===== config.mk =====
export PLATFORM = sky130hd
export DESIGN_NAME = ldtu_mode_scheduler
export DESIGN_NICKNAME = d
export VERILOG_FILES = /design/src/rtl/ldtu_pkg.sv /design/src/rtl/ldtu_orbit_pend.sv /design/src/rtl/ldtu_mode_scheduler.sv
export SDC_FILE = /design/constraint.sdc
export NUM_CORES = 1
export LEC_CHECK = 0
export BUFFER_PORTS_ARGS = -buffer_cell sky130_fd_sc_hd__buf_2
export CAP_MARGIN = 20
export CORE_UTILIZATION = 46
export CTS_CLUSTER_DIAMETER = 50
export CTS_CLUSTER_SIZE = 20
export DETAILED_ROUTE_END_ITERATION = 12
export PLACE_DENSITY = 0.81
export SETUP_SLACK_MARGIN = 0.05
export SYNTH_ARGS = -nofsm -noshare
export SYNTH_HDL_FRONTEND = slang
export SYNTH_SLANG_ARGS = --single-unit

===== constraint.sdc =====
create_clock -name CLK -period 4.8 [get_ports CLK]
set_clock_uncertainty 0.1 [all_clocks]
set_input_delay 1.44 -clock CLK [delete_from_list [all_inputs] [get_ports CLK]]
set_output_delay 1.44 -clock CLK [all_outputs]
set_load 0.05 [all_outputs]

===== src/rtl/ldtu_pkg.sv =====
// Shared encodings for the LiTe-DTU encoder FSM pair and the mode scheduler.
// No logic; no latency; no backpressure.
package ldtu_pkg;

  typedef enum logic [4:0] {
    IDLE       = 5'd0,
    sign_0     = 5'd1,
    sign_1     = 5'd2,
    sign_2     = 5'd3,
    sign_3     = 5'd4,
    sign_4     = 5'd5,
    sign_5     = 5'd6,
    sign_6     = 5'd7,
    sign_7     = 5'd8,
    sign_8     = 5'd9,
    sign_9     = 5'd10,
    sign_10    = 5'd11,
    sign_11    = 5'd12,
    sign_0_bis = 5'd13,
    sign_1_bis = 5'd14,
    bc0_0      = 5'd15,
    bc0_1      = 5'd16,
    bc0_2      = 5'd17,
    bc0_3      = 5'd18,
    bc0_4      = 5'd19,
    bc0_5      = 5'd20,
    bc0_s0_bis = 5'd21
  } std_state_e;

  typedef enum logic [3:0] {
    IDLE_FB       = 4'd0,
    data_odd      = 4'd1,
    latency1      = 4'd2,
    data_even     = 4'd3,
    latency2      = 4'd4,
    data_odd_bc0  = 4'd5,
    data_even_bc0 = 4'd6
  } fb_state_e;

  typedef enum logic [1:0] {
    NORMAL   = 2'd0,
    DRAIN_N  = 2'd1,
    FALLBACK = 2'd2,
    DRAIN_FB = 2'd3
  } mode_e;

  // Highest standard state that samples Orbit.
  localparam logic [4:0] LAST_DATA_STATE = 5'd14;

  function automatic logic fb_orbit_window(input logic [3:0] st);
    return (st == data_odd) || (st == data_even);
  endfunction

endpackage


===== src/rtl/ldtu_orbit_pend.sv =====
// Single-entry BC0 pending flag with sticky loss flag; stats under LDTU_ORBIT_STATS_EN.
// Latency: bc0_in -> orbit_pend 1 cycle; no backpressure, a second BC0 while pending is dropped.
module ldtu_orbit_pend (
  input  logic       CLK,
  input  logic       rst,
  input  logic       bc0_in,
  input  logic       issue,
  output logic       orbit_pend,
  output logic       orbit_lost,
  output logic [3:0] orbit_delay,
  output logic [7:0] orbit_count
);

  always_ff @(posedge CLK) begin
    if (rst) begin
      orbit_pend <= 1'b0;
      orbit_lost <= 1'b0;
    end else begin
      if (bc0_in)
        orbit_pend <= 1'b1;
      else if (issue)
        orbit_pend <= 1'b0;
      if (bc0_in && orbit_pend && !issue)
        orbit_lost <= 1'b1;
    end
  end

`ifdef LDTU_ORBIT_STATS_EN
  logic [3:0] age;

  // Age of the oldest pending BC0; a dropped BC0 does not restart it.
  always_ff @(posedge CLK) begin
    if (rst) begin
      age         <= 4'd0;
      orbit_delay <= 4'd0;
      orbit_count <= 8'd0;
    end else begin
      if (issue) begin
        orbit_delay <= age;
        orbit_count <= orbit_count + 8'd1;
      end
      if (bc0_in && (!orbit_pend || issue))
        age <= 4'd1;
      else if (orbit_pend && !issue && (age != 4'd15))
        age <= age + 4'd1;
    end
  end
`else
  assign orbit_delay = 4'd0;
  assign orbit_count = 8'd0;
`endif

endmodule


===== src/rtl/ldtu_mode_scheduler.sv =====
// Sequences standard/fallback encoder modes and schedules BC0 onto Orbit/Orbit_FB (stats: LDTU_ORBIT_STATS_EN).
// Latency: Orbit 1 cycle after bc0_in, Orbit_FB 2; orbits and mode switches wait for an eligible FSM state.
module ldtu_mode_scheduler
  import ldtu_pkg::*;
#(
  parameter int DRAIN_MAX = 8
) (
  input  logic       CLK,
  input  logic       rst,
  input  logic       fallback_req,
  input  logic       bc0_in,
  input  logic [4:0] fsm_state,
  input  logic [3:0] fsm_state_fb,
  output logic       fallback,
  output logic       Orbit,
  output logic       Orbit_FB,
  output logic       switch_busy,
  output logic       orbit_lost,
  output logic       drain_timeout,
  output logic [3:0] orbit_delay,
  output logic [7:0] orbit_count
);

  localparam int CW = (DRAIN_MAX > 2) ? $clog2(DRAIN_MAX) : 1;

  mode_e         state, state_nxt;
  logic [CW-1:0] drain_cnt;
  logic          orbit_pend, std_ok, drain_expired, force_sw;
  logic          fallback_nxt, fb_issue, issue;

  assign std_ok        = (fsm_state <= LAST_DATA_STATE);
  assign drain_expired = (drain_cnt == CW'(DRAIN_MAX - 1));
  assign fallback_nxt  = (state_nxt == FALLBACK) || (state_nxt == DRAIN_FB);
  // Never launch Orbit_FB on the edge that leaves fallback mode.
  assign fb_issue      = orbit_pend && fallback && fallback_nxt && fb_orbit_window(fsm_state_fb);
  assign issue         = Orbit || fb_issue;

  always_ff @(posedge CLK) begin
    if (rst)
      state <= NORMAL;
    else
      state <= state_nxt;
  end

  always_comb begin
    state_nxt = state;
    force_sw  = 1'b0;
    case (state)
      NORMAL:
        if (fallback_req) state_nxt = DRAIN_N;
      DRAIN_N:
        if (!fallback_req)
          state_nxt = NORMAL;
        else if (!orbit_pend && std_ok)
          state_nxt = FALLBACK;
        else if (drain_expired) begin
          state_nxt = FALLBACK;
          force_sw  = 1'b1;
        end
      FALLBACK:
        if (!fallback_req) state_nxt = DRAIN_FB;
      DRAIN_FB:
        if (fallback_req)
          state_nxt = FALLBACK;
        else if ((fsm_state_fb == latency2) && !Orbit_FB)
          state_nxt = NORMAL;
        else if (drain_expired) begin
          state_nxt = NORMAL;
          force_sw  = 1'b1;
        end
      default:
        state_nxt = NORMAL;
    endcase
  end

  always_comb begin
    switch_busy = (state == DRAIN_N) || (state == DRAIN_FB);
    Orbit       = orbit_pend && !fallback && std_ok;
  end

  always_ff @(posedge CLK) begin
    if (rst) begin
      fallback      <= 1'b0;
      Orbit_FB      <= 1'b0;
      drain_timeout <= 1'b0;
      drain_cnt     <= '0;
    end else begin
      fallback <= fallback_nxt;
      Orbit_FB <= fb_issue;
      if (force_sw)
        drain_timeout <= 1'b1;
      if (state_nxt != state)
        drain_cnt <= '0;
      else if (switch_busy && !drain_expired)
        drain_cnt <= drain_cnt + CW'(1);
    end
  end

  ldtu_orbit_pend u_orbit_pend (
    .CLK         (CLK),
    .rst         (rst),
    .bc0_in      (bc0_in),
    .issue       (issue),
    .orbit_pend  (orbit_pend),
    .orbit_lost  (orbit_lost),
    .orbit_delay (orbit_delay),
    .orbit_count (orbit_count)
  );

endmodule


==> flow_summary.yaml <==
outcome:
  status: "complete, no violations"
cts:
  cts.sinks: 10
  cts.repair.resized: 0
  max-clock-path-buffers: 2
  path_clk_slew_ns: 0.06
  cts_hold_buf: 0
  numCtsBuffers: 3
  post_cts_buffers: 0
  cts-root-buf: "clkbuf_4"
  htree_levels: 1
  insertion_delay_ns: 0.26
  cts_tree: "done"
power_and_ir_drop:
  powerDensity_nw_per_um2: 304
  clkPwrFrac_pct: 35.3
  switching_share_pct: 33.2
  p_sw_w: 0.0000712
  pwr-share-comb_pct: 23.6
  p_seq_share_pct: 41.1
  ir_drop_mv: 0.176
  p_leak_nw: 0.331
  internal-power_w: 0.000143
global_routing:
  grt_max_degree: 10
  grt_pass1_vias: 482
  overflow: 0
  gr-usage-all-layers_pct: 20.0
  antenna_found_initial: 0
  grt_first_pass_wirelength_um: 1990
routing:
  met2_length_um: 603
  wl_met3_um: 74
  drt-met1-wl_um: 546
  drc_errors: 0
  drtIter0Drc: 10
  drt_wl_total_um: 1240
  ant_nets: 0
  wl_per_cell_um: 12.4
  topRoutingLayerUsed: "met4"
  firstDrtPassIters: 3
  vias: 553
  viasPerCell: 5.53
yosys:
  yosysSeqAreaShare_pct: 32.5
  synth.avg_cell_area_um2: 9.21
  synth-warning-count: 0
  synth_cells: 67
  syn_area_um2: 617
  synth_cell_types: 35
  ys_ff_latch: 10
final_layout:
  multi_input_area_um2: 354
  syn_to_final_growth_pct: 14.4
  n_antenna_cell: 0
  nets: 102
  fillers: 108
  drive_above_1_share_pct: 33.7
  regArea_um2: 200
sta:
  max_freq_ghz: 0.261
  period_share_pct: 79.7
  period_needed_ns: 3.83
  hold_viol: 0
  slew_viol_final: 0
  worst_slack_ns: 0.973
  rsz0062_at_grt: "false"
  tns_ns: 0
  finalSetupViolations: 0
worst_setup_path:
  crit_arrival_ns: 2.29
  cp-startpoint: "fsm_state[2]"
  required_ns: 3.26
  crit_fanout: 4
  rr_startpoint: "drain_cnt[0]"
  worstSetupStartpointType: "primary input"
  path_class: "in -> out"
  cp-end-kind: "output port"
die:
  dieArea_um2: 1490
  io_pins: 31
  die_w_um: 38.6
  fp-row-count: 12
  initial_utilization_pct: 52.7
  coreArea_um2: 1170
  dieHeight_um: 38.6
placement:
  io_buffers: 18
  post-place-ws_ns: 0.992
  hpwl_um: 918
  gp_congestion: 0.705
hold_path:
  hp-class: "reg -> reg"
  hp-start: "drain_timeout"
job:
  drv_cap: 0
## power groups by stage
stage	clock network, W	logic, W	registers [W]
floorplan	0	0.0000450	0.0000927
global placement	0	0.0000495	0.0000899
detailed placement	0	0.0000501	0.0000900
CTS	0.0000768	0.0000504	0.0000881
global route	0.0000801	0.0000539	0.0000885
finish	0.0000756	0.0000506	0.0000881
## per-stage QoR
step / instances / utilization (%) / hold WS (ns) / total power, W / area (um2)
6_report: 100 / 60.3 / 0.370 / 0.000214 / 706
5_1_grt: 100 / 60.3 / 0.389 / 0.000222 / 706
2_1_floorplan: 78 / - / 0.346 / 0.000138 / 664
4_1_cts: 100 / 60.3 / 0.372 / 0.000215 / 706
3_5_place_dp: 96 / 57.2 / 0.354 / 0.000140 / 669
3_3_place_gp: 96 / 57.2 / 0.350 / 0.000139 / 669
## logic make-up (layout without fill, tap and decap cells)
kind of cell	Yosys count	after routing	synth area share [%]
AOI/OAI and AO/OA	14	14	18.9
adders and majority gates	2	2	4.06
buffers and inverters	16	24	17.8
DFF	10	10	32.5
other	1	12	0.608
and+or+nand+nor	24	24	26.2
## synthesized netlist by cell type (all sizes together)
master	number	area, um2
nor3b	1	7.51
nor4b	2	17.5
o31a	1	8.76
a22o	2	17.5
nor4	2	12.5
and4	2	21.3
nand2b	2	12.5
nand4bb	1	11.3
dlygate4sd1	1	8.76
nor2b	1	6.26
nand2	1	3.75
conb	1	3.75
o41a	1	11.3
o22ai	2	12.5
a211o	1	8.76
or3	1	6.26
and3	1	7.51
a32oi	1	8.76
inv	2	7.50
nand4	1	6.26
nor3	4	25.0
nor2	4	15.0
a21boi	1	7.51
ha	2	25.0
a221oi	1	8.76
a21oi	1	5.00
a32o	2	20.0
or2	1	8.76
buf	13	93.8
o211ai	1	7.51
dfxtp	10	200
## path summary, 6_finish.rpt
check | end | slack [ns] | depth (start not counted)
setup reg to reg | Orbit_FB | 3.08 | 6
hold reg to reg | drain_timeout | 0.37 | 1
hold / removal | drain_timeout | 0.37 | 1
setup / recovery | Orbit | 0.97 | 4
## flip-flops by register name, indices dropped and copies added, names as in the netlist
name                     flops
drain_cnt                    3
state                        2
Orbit_FB                     1
drain_timeout                1
fallback                     1
u_orbit_pend.orbit_lost      1
u_orbit_pend.orbit_pend      1
## worst max-delay path: stages
cell and delay [ns]:
buf_2 0.10, and4_4 0.20, nor4b_2 0.24, buf_2 0.32
## layer usage
| layer | GRT usage (%) | vias up |
|---|---|---|
| met5 | 0 | - |
| met4 | 7.76 | 0 |
| met3 | 7.51 | 2 |
| met2 | 34.6 | 20 |
| met1 | 21.7 | 262 |
| li1 | - | 269 |
## cell usage in the layout, fill, tap and decap left out, drive strengths merged, types with 4 or more instances in the layout
cell type / instances
nor3: 4
nor2: 4
dfxtp: 10
buf: 18
clkbuf: 4
conb: 12
## final cells by class
type                            instances  area share, %
Clock buffer                            4           5.14
Inverter                                2           1.06
Multi-Input combinational cell         52           50.2
Sequential cell                        10           28.4
Tap cell                               14           2.48
Timing Repair Buffer                   18           12.8
Note: power is estimated with default switching activity, not from simulation.
